**src/rtl/sae.sv**
```systemverilog
// Simple asymmetric encryption engine: modular key generation, encryption and
// decryption of one byte per transaction, two-stage (capture, result) pipeline.
module sae #(
  parameter int N = 127
) (
  input  logic       clk,
  input  logic       rst_n,
  input  logic [1:0] mode,
  input  logic [7:0] data_input,
  input  logic [7:0] key_input,
  input  logic       inputs_valid,
  output logic [7:0] data_output,
  output logic       output_ready,
  output logic       err_invalid_ptxt_char,
  output logic       err_invalid_seckey,
  output logic       err_invalid_ctxt_char
);

  typedef enum logic [1:0] {
    MODE_IDLE   = 2'b00,
    MODE_KEYGEN = 2'b01,
    MODE_ENC    = 2'b10,
    MODE_DEC    = 2'b11
  } mode_e;

  localparam logic [7:0] N8 = 8'(N);
  localparam logic [8:0] N9 = 9'(N);

  logic       pending;
  mode_e      mode_q;
  logic [7:0] data_q;
  logic [7:0] key_q;

  logic       key_ok;
  logic       ptxt_ok;
  logic       ctxt_ok;
  logic [8:0] sum9;
  logic [8:0] diff9;
  logic [7:0] mod_sum;
  logic [7:0] pub_key;

  // Capture stage: mode 00 is treated as "nothing to do" even when qualified.
  always_ff @(posedge clk or posedge rst_n) begin
    if (rst_n) begin
      pending <= 1'b0;
      mode_q  <= MODE_IDLE;
      data_q  <= '0;
      key_q   <= '0;
    end else begin
      pending <= inputs_valid && (mode != MODE_IDLE);
      if (inputs_valid && (mode != MODE_IDLE)) begin
        mode_q <= mode_e'(mode);
        data_q <= data_input;
        key_q  <= key_input;
      end
    end
  end

  assign key_ok  = (key_q != 8'd0) && (key_q < N8);
  assign ptxt_ok = (data_q >= 8'h20) && (data_q <= 8'h7E);
  assign ctxt_ok = (data_q <= 8'h7E);

  // Both operands are below 256 and the sum is at most 252 for valid inputs,
  // so one conditional subtraction brings it back into 0..N-1.
  assign sum9    = {1'b0, data_q} + {1'b0, key_q};
  assign diff9   = sum9 - N9;
  assign mod_sum = (sum9 >= N9) ? diff9[7:0] : sum9[7:0];
  assign pub_key = N8 - key_q;

  always_ff @(posedge clk or posedge rst_n) begin
    if (rst_n) begin
      data_output           <= '0;
      output_ready          <= 1'b0;
      err_invalid_ptxt_char <= 1'b0;
      err_invalid_seckey    <= 1'b0;
      err_invalid_ctxt_char <= 1'b0;
    end else begin
      data_output           <= '0;
      output_ready          <= 1'b0;
      err_invalid_ptxt_char <= 1'b0;
      err_invalid_seckey    <= 1'b0;
      err_invalid_ctxt_char <= 1'b0;
      if (pending) begin
        case (mode_q)
          MODE_KEYGEN: begin
            if (key_ok) begin
              output_ready <= 1'b1;
              data_output  <= pub_key;
            end else begin
              err_invalid_seckey <= 1'b1;
            end
          end
          MODE_ENC: begin
            err_invalid_seckey    <= !key_ok;
            err_invalid_ptxt_char <= !ptxt_ok;
            if (key_ok && ptxt_ok) begin
              output_ready <= 1'b1;
              data_output  <= mod_sum;
            end
          end
          MODE_DEC: begin
            err_invalid_seckey    <= !key_ok;
            err_invalid_ctxt_char <= !ctxt_ok;
            if (key_ok && ctxt_ok) begin
              output_ready <= 1'b1;
              data_output  <= mod_sum;
            end
          end
          default: begin
          end
        endcase
      end
    end
  end

endmodule

```
**config.mk**
```make
export PLATFORM = sky130hd
export DESIGN_NAME = sae
export DESIGN_NICKNAME = d
export VERILOG_FILES = /design/src/rtl/sae.sv
export SDC_FILE = /design/constraint.sdc
export NUM_CORES = 1
export LEC_CHECK = 0
export ABC_AREA = 0
export CAP_MARGIN = 30
export CORE_ASPECT_RATIO = 0.75
export CORE_UTILIZATION = 45
export DETAILED_ROUTE_END_ITERATION = 6
export GPL_ROUTABILITY_DRIVEN = 1
export PLACE_DENSITY = 0.7
export SLEW_MARGIN = 10
export SYNTH_ARGS = -nofsm -noshare
export SYNTH_HDL_FRONTEND = slang
export SYNTH_SLANG_ARGS = --single-unit
```
**constraint.sdc**
```tcl
create_clock -name clk -period 3.3 [get_ports clk]
set_input_delay 0.33 -clock clk [delete_from_list [all_inputs] [get_ports clk]]
set_output_delay 0.33 -clock clk [all_outputs]
set_load 0.02 [all_outputs]
```
==> run_results.csv <==
group,metric,value,unit
sta,setup-tns-final,0,ps
yosys,synthFlopType,"dfrtp_1",
yosys,ys_top_cells_by_area,"dfrtp_1 (44%), mux2_2 (10%), ha_1 (6.3%)",
setup_path,critPathTopFamily,"compound AO/OA/AOI/OAI gates",
pwr,p_sw_share,35.2,%
clock_tree,cts-root-buf,"clkbuf_8",
sta,period_share,92.3,%
setup_path,cp.required,3490,ps
pwr,seq_power_share,37.1,%
pwr,peakVddDrop,0.317,mV
pwr,cellInternalPower,0.000812,W
clock_tree,postCtsHoldBufs,0,
setup_path,crit_fanout,7,
clock_tree,cts_resized,0,
setup_path,critPathMaxStageDelay,430,ps
clock_tree,htree_levels,2,
setup_path,critPathSlowestCell,"dfrtp_1",
drt,final_antenna_net_count,0,
final_layout,final_area,2270,um2
final_layout,fillCellCount,332,
yosys,syn_avg_cell_area,10.8,um2
sta,skew,6.57,ps
setup_path,path_class,"register to register",
sta,worst_pin_slew,540,ps
yosys,async_flop_share,100,%
final_layout,fin_nets,234,
floorplan,fp.dieH,56.5,um
drt,drt-initial-drc-count,84,
floorplan,fp-row-count,19,
floorplan,ios,33,
sta,finalSetupViolations,0,
grt,grt_usage,21.1,%
clock_tree,post_cts_buffers,0,
worst_hold_path,min_path_type,"input port to async pin",
run_status,status,"finished, final reports clean",
setup_path,critPathCaptureType,"register",
yosys,synthTopCellsByCount,"dfrtp_1 (31), mux2_2 (16), nand2_1 (15)",
yosys,synth_area_leader_cell,"dfrtp_1",
drt,routed_wl,3980,um
drt,wl_per_cell,15.6,um
placement,place_area,2180,um2
sta,slew_headroom,63.7,%
clock_tree,tritoncts,"built",
clock_tree,clk_latency,280,ps
placement,portBuffers,32,
pwr,cellPowerDensity,552,nW/um2
grt,antenna_found_initial,0,
floorplan,die_x,74.6,um
placement,hpwl,3060,um
placement,place_congestion,0.955,
grt,grt_max_degree,21,
yosys,synth_nets,196,
setup_path,critPathLaunch,"key_q[0]$_DFFE_PP0P_",
floorplan,core-area,3730,um2
drt,drtPass1Iterations,5,
yosys,yosysSeqAreaShare,43.6,%
floorplan,die_area,4210,um2
drt,remaining_drc_errors,0,
final_layout,drive_above_1_share,17.2,%
floorplan,initial_utilization,47.7,%
yosys,synth_edf_count,0,
grt,grt_pass1_wl,6570,um
yosys,synth.cell_area,1780,um2
pwr,comb_power_share,39.5,%
clock_tree,ctsLongestPathBuffers,2,
pwr,p_leak,0.975,nW
setup_path,cp-start-kind,"register",
final_layout,diodes,0,
pwr,p_switching,0.000441,W
setup_path,r2r_start,"key_q[0]$_DFFE_PP0P_",
yosys,yosys.cell_count.top_type,"dfrtp_1",
sta,fin_crit,3050,ps
yosys,yosysTopAreaCellShare,43.6,%
yosys,synth_cells,165,
sta,final-max-slew-violation-count,0,
drt,vias,1464,
sta,max_freq,0.328,GHz
grt,grt_overflow,0,
clock_tree,cts_buffers,5,
setup_path,crit_chain,"ha_1 > fa_1 > a211oi_2 > nor2_2 > xor2_1 > a311o_2 > a31o_1 > and3_4 > o32ai_2",
yosys,yosysWarnings,0,
pwr,power_frac_clock,23.3,%
grt,grt_pass1_vias,1392,
yosys,synth_cell_type_count,47,
setup_path,crit_arrival,3240,ps
sta,rsz0062_at_grt,"false",
final_layout,area_delta_synth_final,27.6,%
sta,finalHoldViolCount,0,
drt,vias_per_cell,5.74,
clock_tree,clkSinkCount,31,
yosys,ys_ff_latch,31,
run,drv_cap,0,
clock_tree,path_clk_slew,60,ps
setup_path,crit_buf_inv,0,
==> power groups by stage <==
| stage | Clock, W | Sequential, W | Combinational (W) |
|---|---|---|---|
| global placement | 0 | 0.000469 | 0.000475 |
| global route | 0.000323 | 0.000471 | 0.000541 |
| finish | 0.000293 | 0.000466 | 0.000495 |
| floorplan | 0 | 0.000469 | 0.000358 |
| detailed placement | 0 | 0.000471 | 0.000485 |
| CTS | 0.000303 | 0.000465 | 0.000487 |
==> sequential cells by signal, summed over array words and instances, names as in the netlist <==
name / cells
err_invalid_ptxt_char: 1
err_invalid_ctxt_char: 1
mode_q: 2
key_q: 8
data_output: 8
data_q: 8
output_ready: 1
err_invalid_seckey: 1
pending: 1
==> final timing paths <==
kind | slack [ps] | to | cells after the start
max in group asynchronous | 2420 | data_q[3]$_DFFE_PP0P_ | 3
min in group clk | 520 | err_invalid_ptxt_char$_DFF_PP0_ | 1
min | 400 | output_ready$_DFF_PP0_ | 2
max | 250 | data_output[2]$_DFF_PP0_ | 9
min reg2reg | 520 | err_invalid_ptxt_char$_DFF_PP0_ | 1
max reg2reg | 250 | data_output[2]$_DFF_PP0_ | 9
==> cells in the final DEF, fill, tap and decap left out, drive strengths merged, types with 4 or more instances in the layout <==
cell	Yosys	final
a211oi	4	4
clkbuf	2	6
clkdlybuf4s50	0	32
dfrtp	31	31
ha	9	9
inv	4	4
mux2	16	16
mux2i	5	5
nand2	15	15
nand3	5	5
nand4	5	5
nor2	9	9
nor3	9	9
o21ai	7	7
xnor2	5	5
==> logic make-up (layout without fill, tap and decap cells) <==
kind of cell             Yosys count  count (layout)  share of synthesized area (%)
adder cells (fa/ha/maj)           10              10                           7.45
AND/OR/NAND/NOR                   57              57                           16.9
multiplexers                      21              21                           12.9
buffers and inverters              8              46                           2.18
XOR/XNOR                           7               7                           3.44
flip-flops                        31              31                           43.6
AO/OA/AOI/OAI                     31              31                           13.6
==> per-layer routing <==
layer	vias up	wire length [um]	track usage, %
li1	695	-	-
met1	707	1920	29.4
met2	56	1790	31.3
met3	6	226	6.10
met4	0	44	7.01
met5	-	0	0
==> area by class of cell <==
type | count | area, um2 | area share (%)
Clock inverter | 1 | 5.00 | 0.220
Clock buffer | 6 | 82.6 | 3.63
Sequential cell | 31 | 776 | 34.1
Tap cell | 52 | 65.1 | 2.86
Multi-Input combinational cell | 126 | 966 | 42.5
Timing Repair Buffer | 35 | 363 | 16.0
Inverter | 4 | 15.0 | 0.661
==> worst register-to-register path, delay by kind of cell (launching register included) <==
kind,cells,cell delay [ps]
adder cells (fa/ha/maj),2,680
AND/OR/NAND/NOR,2,340
AO/OA/AOI/OAI,4,1330
flip-flops,1,430
XOR/XNOR,1,170
==> through the flow <==
stage | total power [W] | setup slack (ps) | instances | hold slack (ps) | util (%)
4_1_cts | 0.00125 | 299 | 255 | 410 | 60.9
6_report | 0.00125 | 254 | 255 | 397 | 60.9
5_1_grt | 0.00134 | 131 | 255 | 452 | 60.9
3_3_place_gp | 0.000944 | 381 | 247 | 510 | 57.8
2_1_floorplan | 0.000827 | 511 | 165 | 434 | -
3_5_place_dp | 0.000956 | 314 | 248 | 522 | 58.5
Note: power is estimated with default switching activity, not from simulation.
